$ cat config.mk
export PLATFORM = sky130hd
export DESIGN_NAME = glb_stream_ingress
export DESIGN_NICKNAME = d
export VERILOG_FILES = /design/src/rtl/sparse_stream_pkg.sv /design/src/rtl/stream_fifo_2.sv /design/src/rtl/glb_stream_ingress.sv
export SDC_FILE = /design/constraint.sdc
export NUM_CORES = 1
export LEC_CHECK = 0
export CORE_ASPECT_RATIO = 1.1
export CORE_MARGIN = 2
export CORE_UTILIZATION = 25
export CTS_CLUSTER_DIAMETER = 50
export DETAILED_ROUTE_END_ITERATION = 6
export GPL_TIMING_DRIVEN = 0
export MAX_ROUTING_LAYER = met4
export SLEW_MARGIN = 40
export SYNTH_ARGS = -nofsm -noshare
export SYNTH_HDL_FRONTEND = slang
export SYNTH_SLANG_ARGS = --single-unit
export TNS_END_PERCENT = 100
$ cat constraint.sdc
create_clock -name clk -period 3.11 [get_ports clk]
set_input_delay 0.4665 -clock clk [delete_from_list [all_inputs] [get_ports clk]]
set_output_delay 0.4665 -clock clk [all_outputs]
set_load 0.01 [all_outputs]
$ cat src/rtl/sparse_stream_pkg.sv
// Shared definitions for the sparse-core stream ingress path.
// Provides the stream word geometry, the done-token encoding, the word-class
// enum and the classifier applied to each accepted 17-bit stream word.
package sparse_stream_pkg;

  localparam int          STREAM_W   = 17;
  localparam int          TOKEN_BIT  = 16;
  localparam logic [15:0] DONE_TOKEN = 16'h0100;

  typedef enum logic [1:0] {
    WORD_DATA,
    WORD_STOP,
    WORD_DONE,
    WORD_ILLEGAL
  } word_class_e;

  // Done is tested before stop: 0x0100 has a non-zero upper byte, so the
  // order only matters for readability, but it keeps the rules explicit.
  function automatic word_class_e classify(input logic [STREAM_W-1:0] w);
    word_class_e c;
    if (!w[TOKEN_BIT])                 c = WORD_DATA;
    else if (w[15:0] == DONE_TOKEN)    c = WORD_DONE;
    else if (w[15:8] == 8'h00)         c = WORD_STOP;
    else                               c = WORD_ILLEGAL;
    return c;
  endfunction

endpackage

$ cat src/rtl/stream_fifo_2.sv
// Two-entry FIFO with registered storage, 1-bit read/write pointers and an
// occupancy count.
// Latency: a word pushed into an empty FIFO is on o_rdata the next cycle.
// Backpressure: pushes while full and pops while empty are ignored; i_clr
//   empties the FIFO and overrides push/pop.
// Ports: clk, rst (async, active-high), i_clr, i_push/i_wdata, i_pop,
//   o_rdata (head, or last head seen while empty), o_full, o_empty, o_count.
module stream_fifo_2 #(
  parameter int WIDTH = 17
) (
  input  logic             clk,
  input  logic             rst,
  input  logic             i_clr,
  input  logic             i_push,
  input  logic [WIDTH-1:0] i_wdata,
  input  logic             i_pop,
  output logic [WIDTH-1:0] o_rdata,
  output logic             o_full,
  output logic             o_empty,
  output logic [1:0]       o_count
);

  logic [WIDTH-1:0] r_mem [2];
  logic             r_wr_ptr;
  logic             r_rd_ptr;
  logic [1:0]       r_count;
  logic [WIDTH-1:0] r_last;
  logic             w_push;
  logic             w_pop;

  assign o_full  = (r_count == 2'd2);
  assign o_empty = (r_count == 2'd0);
  assign o_count = r_count;

  assign w_push = i_push && !o_full;
  assign w_pop  = i_pop && !o_empty;

  // While empty the output keeps showing the most recent head rather than a
  // stale slot, so downstream sees a stable value.
  assign o_rdata = o_empty ? r_last : r_mem[r_rd_ptr];

  always_ff @(posedge clk or posedge rst) begin
    if (rst) begin
      r_mem[0] <= '0;
      r_mem[1] <= '0;
      r_wr_ptr <= 1'b0;
      r_rd_ptr <= 1'b0;
      r_count  <= 2'd0;
      r_last   <= '0;
    end else begin
      if (!o_empty) begin
        r_last <= r_mem[r_rd_ptr];
      end
      if (i_clr) begin
        r_wr_ptr <= 1'b0;
        r_rd_ptr <= 1'b0;
        r_count  <= 2'd0;
      end else begin
        if (w_push) begin
          r_mem[r_wr_ptr] <= i_wdata;
          r_wr_ptr        <= ~r_wr_ptr;
        end
        if (w_pop) begin
          r_rd_ptr <= ~r_rd_ptr;
        end
        r_count <= r_count + {1'b0, w_push} - {1'b0, w_pop};
      end
    end
  end

endmodule

$ cat src/rtl/glb_stream_ingress.sv
// Receive stage between a GLB write channel and the sparse core stream inputs:
// buffers words in a 2-entry FIFO, classifies them, counts data words and stop
// tokens, and closes the transfer after the done token.
// Latency: accepted word visible on valid_out/data_out one cycle later when
//   the FIFO was empty; 1 word/cycle sustained with ready_in high.
// Backpressure: ready_out drops when the FIFO is full, once done is seen
//   (until flush), during flush and during reset; never depends on valid_in.
// Ports: clk, rst_n (async, active-HIGH despite its name), flush,
//   data_in/valid_in/ready_out upstream, data_out/is_token_out/valid_out/
//   ready_in downstream, word_count, stop_count, done, err status.
module glb_stream_ingress
  import sparse_stream_pkg::*;
#(
  parameter int DATA_WIDTH = 17,
  parameter int CNT_WIDTH  = 16
) (
  input  logic                  clk,
  input  logic                  rst_n,
  input  logic                  flush,
  input  logic [DATA_WIDTH-1:0] data_in,
  input  logic                  valid_in,
  output logic                  ready_out,
  output logic [DATA_WIDTH-2:0] data_out,
  output logic                  is_token_out,
  output logic                  valid_out,
  input  logic                  ready_in,
  output logic [CNT_WIDTH-1:0]  word_count,
  output logic [CNT_WIDTH-1:0]  stop_count,
  output logic                  done,
  output logic                  err
);

  localparam logic [CNT_WIDTH-1:0] CNT_ONE = {{(CNT_WIDTH-1){1'b0}}, 1'b1};
  localparam logic [CNT_WIDTH-1:0] CNT_MAX = {CNT_WIDTH{1'b1}};

  logic [DATA_WIDTH-1:0] w_head;
  logic                  w_full;
  logic                  w_empty;
  logic [1:0]            w_count;
  logic                  w_accept;
  logic                  w_pop;
  word_class_e           w_class;

  logic [CNT_WIDTH-1:0]  r_word_count;
  logic [CNT_WIDTH-1:0]  r_stop_count;
  logic                  r_done;
  logic                  r_err;

  assign w_class   = classify(data_in);
  assign ready_out = !rst_n && !w_full && !r_done && !flush;
  assign w_accept  = valid_in && ready_out;
  assign w_pop     = ready_in && (w_count != 2'd0) && !flush;

  stream_fifo_2 #(
    .WIDTH(DATA_WIDTH)
  ) u_fifo (
    .clk    (clk),
    .rst    (rst_n),
    .i_clr  (flush),
    .i_push (w_accept),
    .i_wdata(data_in),
    .i_pop  (w_pop),
    .o_rdata(w_head),
    .o_full (w_full),
    .o_empty(w_empty),
    .o_count(w_count)
  );

  assign valid_out    = !w_empty;
  assign data_out     = w_head[DATA_WIDTH-2:0];
  assign is_token_out = w_head[TOKEN_BIT];

  assign word_count = r_word_count;
  assign stop_count = r_stop_count;
  assign done       = r_done;
  assign err        = r_err;

  always_ff @(posedge clk or posedge rst_n) begin
    if (rst_n) begin
      r_word_count <= '0;
      r_stop_count <= '0;
      r_done       <= 1'b0;
      r_err        <= 1'b0;
    end else if (flush) begin
      r_word_count <= '0;
      r_stop_count <= '0;
      r_done       <= 1'b0;
      r_err        <= 1'b0;
    end else if (w_accept) begin
      unique case (w_class)
        WORD_DATA: begin
          if (r_word_count != CNT_MAX) r_word_count <= r_word_count + CNT_ONE;
        end
        WORD_STOP: begin
          if (r_stop_count != CNT_MAX) r_stop_count <= r_stop_count + CNT_ONE;
        end
        WORD_DONE:    r_done <= 1'b1;
        WORD_ILLEGAL: r_err  <= 1'b1;
        default: ;
      endcase
    end
  end

endmodule

==> results by group, run 1 <==
STA
  – Slew Viols, Final: 0
  – Hold Vio Cnt, Final: 0
  – RSZ-0062 raised after global routing: no
  – Final Skew: 3.99 ps
  – Fin crit period: 2900 ps
  – Worst rel slew slack: 58.0%
  – Worst slew pin tran: 621 ps
  – Maximum clock frequency: 0.345 GHz
  – Period Utilization, post-route: 93.1%
  – # setup viols final: 0

Synth
  – Seq/Total Area, Yosys: 52.6%
  – Top cells by count, synth: dfrtp_1, nor2_1, mux2_2, a21oi_1, mux2i_1
  – Synth Flop Type: dfrtp_1
  – Cell variety after synth: 45
  – Post-synthesis simple-gate area fraction: 19.0%
  – Mapped Nets: 407
  – Multiplexer share of the synthesized area: 14.4%
  – Main area contributors after synthesis: dfrtp_1, mux2_2, mux2i_1, nor2_1, a21oi_1
  – Post-synthesis instance total: 381
  – Number of synthesized flops with an enable pin: 0
  – Count leader, synth: dfrtp_1
  – Synth warn: 0
  – Synth async-reset ratio: 100%
  – Synth Cell Area: 4230 um2
  – Adder-Cell Fraction of Synth Area: 1.18%
  – Main combinational cell family by area after synthesis: simple AND/OR/NAND/NOR gates
  – Compound-Gate Fraction of Synth Area: 5.74%
  – Synth area leader: dfrtp_1
  – Synth Area per Inst: 11.1 um2
  – Yosys top cell area share: 52.6%
  – Post-Synth XOR/XNOR Area: 4.35%
  – FF+latch count, synth: 89

Run status
  – Status: finished, final reports clean

Critical path
  – Startpoint Class: flop
  – Critical path's top delay family: buffers and inverters
  – Crit Path Category: reg -> out
  – CP Cell Sequence: or2_2 -> buf_1 -> buf_1 -> a21oi_1 -> clkdlybuf4s50_1
  – Crit path DAT: 2430 ps
  – Slowest cell on crit path: clkdlybuf4s50_1
  – Critical Path Fanout Max: 10
  – Endpoint class of the critical path: output pin
  – CP peak stage delay: 580 ps
  – Most frequent CP cell: buf_1
  – Data required, critical path: 2640 ps
  – Worst path bufs/invs: 3

Clocking
  – Clock root buffer master: clkbuf_16
  – Postcts setup bufs: 0
  – Clock Path Buffers: 2
  – CTS tree: done
  – TritonCTS Buffers: 9
  – Clock slew at reported path FFs: 60 ps
  – Clock Latency Late Sink: 350 ps
  – CTS Hold Bufs: 0
  – H-tree levels: 3
  – Clock Sinks: 89

Layout
  – Layout cells sized above 1: 16.4%
  – # diodes: 0
  – Area Growth Syn to Fin: 31.3%
  – Final Non-Filler Cells: 674
  – Final nets: 491

Detailed routing
  – Vias/cell: 4.77
  – Residual DRC count: 0
  – Avg WL per Cell: 15.7 um
  – Via count: 3214
  – ANT nets after route: 0
  – Iteration count of the initial detailed-routing pass: 4
  – Post-Route WL: 10600 um
  – Initial DRC Count: 202

Flow run
  – Max-cap violations: 0

Die
  – Initial Util: 25.7%
  – Vert. Die Dim: 140 um
  – Core area: 16400 um2
  – # IOs: 75
  – Die X-Extent: 128 um
  – Site Rows: 49
  – DIE AREA: 18000 um2

Pwr
  – Peak VDD IR: 0.304 mV
  – Design Power: 3.44 mW
  – Static Leak: 2.19 nW
  – Pwr/cell area: 620 nW/um2

Placed design
  – Buffers on Ports: 73
  – RD Place Congestion: 0.841
  – Post-DP HPWL: 7540 um
  – Placed instance count: 659

Global route
  – Initial antenna violation count: 0
  – Largest net degree at the start of global routing: 59
  – Total gr overflow: 0
  – Total GRT Usage: 12.8%
  – Vias in the first global route: 3198
  – First-pass GRT wire length: 17500 um

Min path
  – Worst hold-check path type: reg -> reg
==> registers in the layout (all words and copies together), names as in the netlist <==
signal,flops
u_fifo.r_mem,34
u_fifo.r_last,17
stop_count,16
word_count,16
u_fifo.o_count,2
done,1
err,1
u_fifo.r_rd_ptr,1
u_fifo.r_wr_ptr,1
==> layer usage <==
metal,GRT usage (%),up-vias,routed length (um)
li1,-,1528,-
met1,16.9,1584,4900
met2,19.5,91,4990
met3,3.40,11,545
met4,3.47,0,134
met5,-,-,0
==> through the flow <==
step | area (um2) | setup TNS (ps) | setup WS, ps | utilization [%] | hold slack (ps)
CTS | 5560 | 0 | 4.33 | 33.8 | 509
global placement | 5220 | -104510 | -1180 | 31.7 | 487
finish | 5560 | 0 | 214 | 33.8 | 504
global route | 5560 | 0 | 10.4 | 33.8 | 517
floorplan | 4230 | 0 | 337 | - | 479
detailed placement | 5240 | 0 | 113 | 31.9 | 495
==> layout by cell type, fill, tap and decap left out, types with 2 or more instances in the layout <==
cell and n:
xnor2_1 14, dfrtp_1 89, clkinv_4 2, clkbuf_16 9
clkbuf_8 2, nand2_1 13, nor2b_1 6, and2_1 2
o21ai_0 8, clkbuf_2 3, nor3_1 7, clkdlybuf4s50_1 73
nand4_1 14, ha_1 4, or3_1 7, clkbuf_1 5
xor2_1 7, nor4_1 11, o31ai_1 3, buf_1 2
nand3_1 12, mux2i_1 18, or4_1 3, or2_2 2
a21oi_1 28, nor2_1 47, mux2_2 38, buf_2 3
buf_4 2, or4_4 2, inv_6 2, inv_1 8
nor4b_1 4
==> logic make-up (layout without fill, tap and decap cells) <==
logic type	after synthesis	after routing
compound gates	42	42
xor+xnor	21	21
fa+ha+maj	4	4
buf+inv	26	115
flops	89	89
mux	56	56
simple gates	143	143
==> timing repair <==
item / in CTS / in global routing
setup endpoints to repair: 9 / 12
endpoints found under the hold margin: 0 / 0
resized for setup: 1 / 5
==> report_power, final <==
group	total (mW)	internal, mW	switching, mW
clock	1.14	0.671	0.471
combinational	0.820	0.443	0.377
sequential	1.48	1.39	0.0936
total	3.44	2.50	0.942
==> final cells by class <==
class	count	area (um2)
clock buffers	11	253
well taps	204	255
repair buffers	74	751
plain buffers	16	82.6
clock inverters	5	61.3
fillers	1659	10900
inverters	9	38.8
multi-input cells	266	1890
flip-flops and latches	89	2230
==> path summary, 6_finish.rpt <==
kind,from,to,slack [ps],depth (start not counted)
worst max register to register,u_fifo.o_count[1],u_fifo.r_mem[17],960,8
worst max-delay path,u_fifo.o_count[1],data_out[15],210,5
max in group asynchronous,rst_n,stop_count[5],1890,3
worst min register to register,u_fifo.r_mem[25],u_fifo.r_mem[25],500,1
min in group asynchronous,rst_n,done,660,2
worst min-delay path,u_fifo.r_mem[25],u_fifo.r_mem[25],500,1
(Power assumes the default switching activity.)
==> run 2, diff against run 1 <==
--- a/config.mk
+++ b/config.mk
@@ -5,6 +5,7 @@
 export SDC_FILE = /design/constraint.sdc
 export NUM_CORES = 1
 export LEC_CHECK = 0
+export CAP_MARGIN = 40
 export CORE_ASPECT_RATIO = 1.1
 export CORE_MARGIN = 2
 export CORE_UTILIZATION = 25
==> results of run 2 <==
No change in the layout: final DEF, timing and power equal those of run 1.
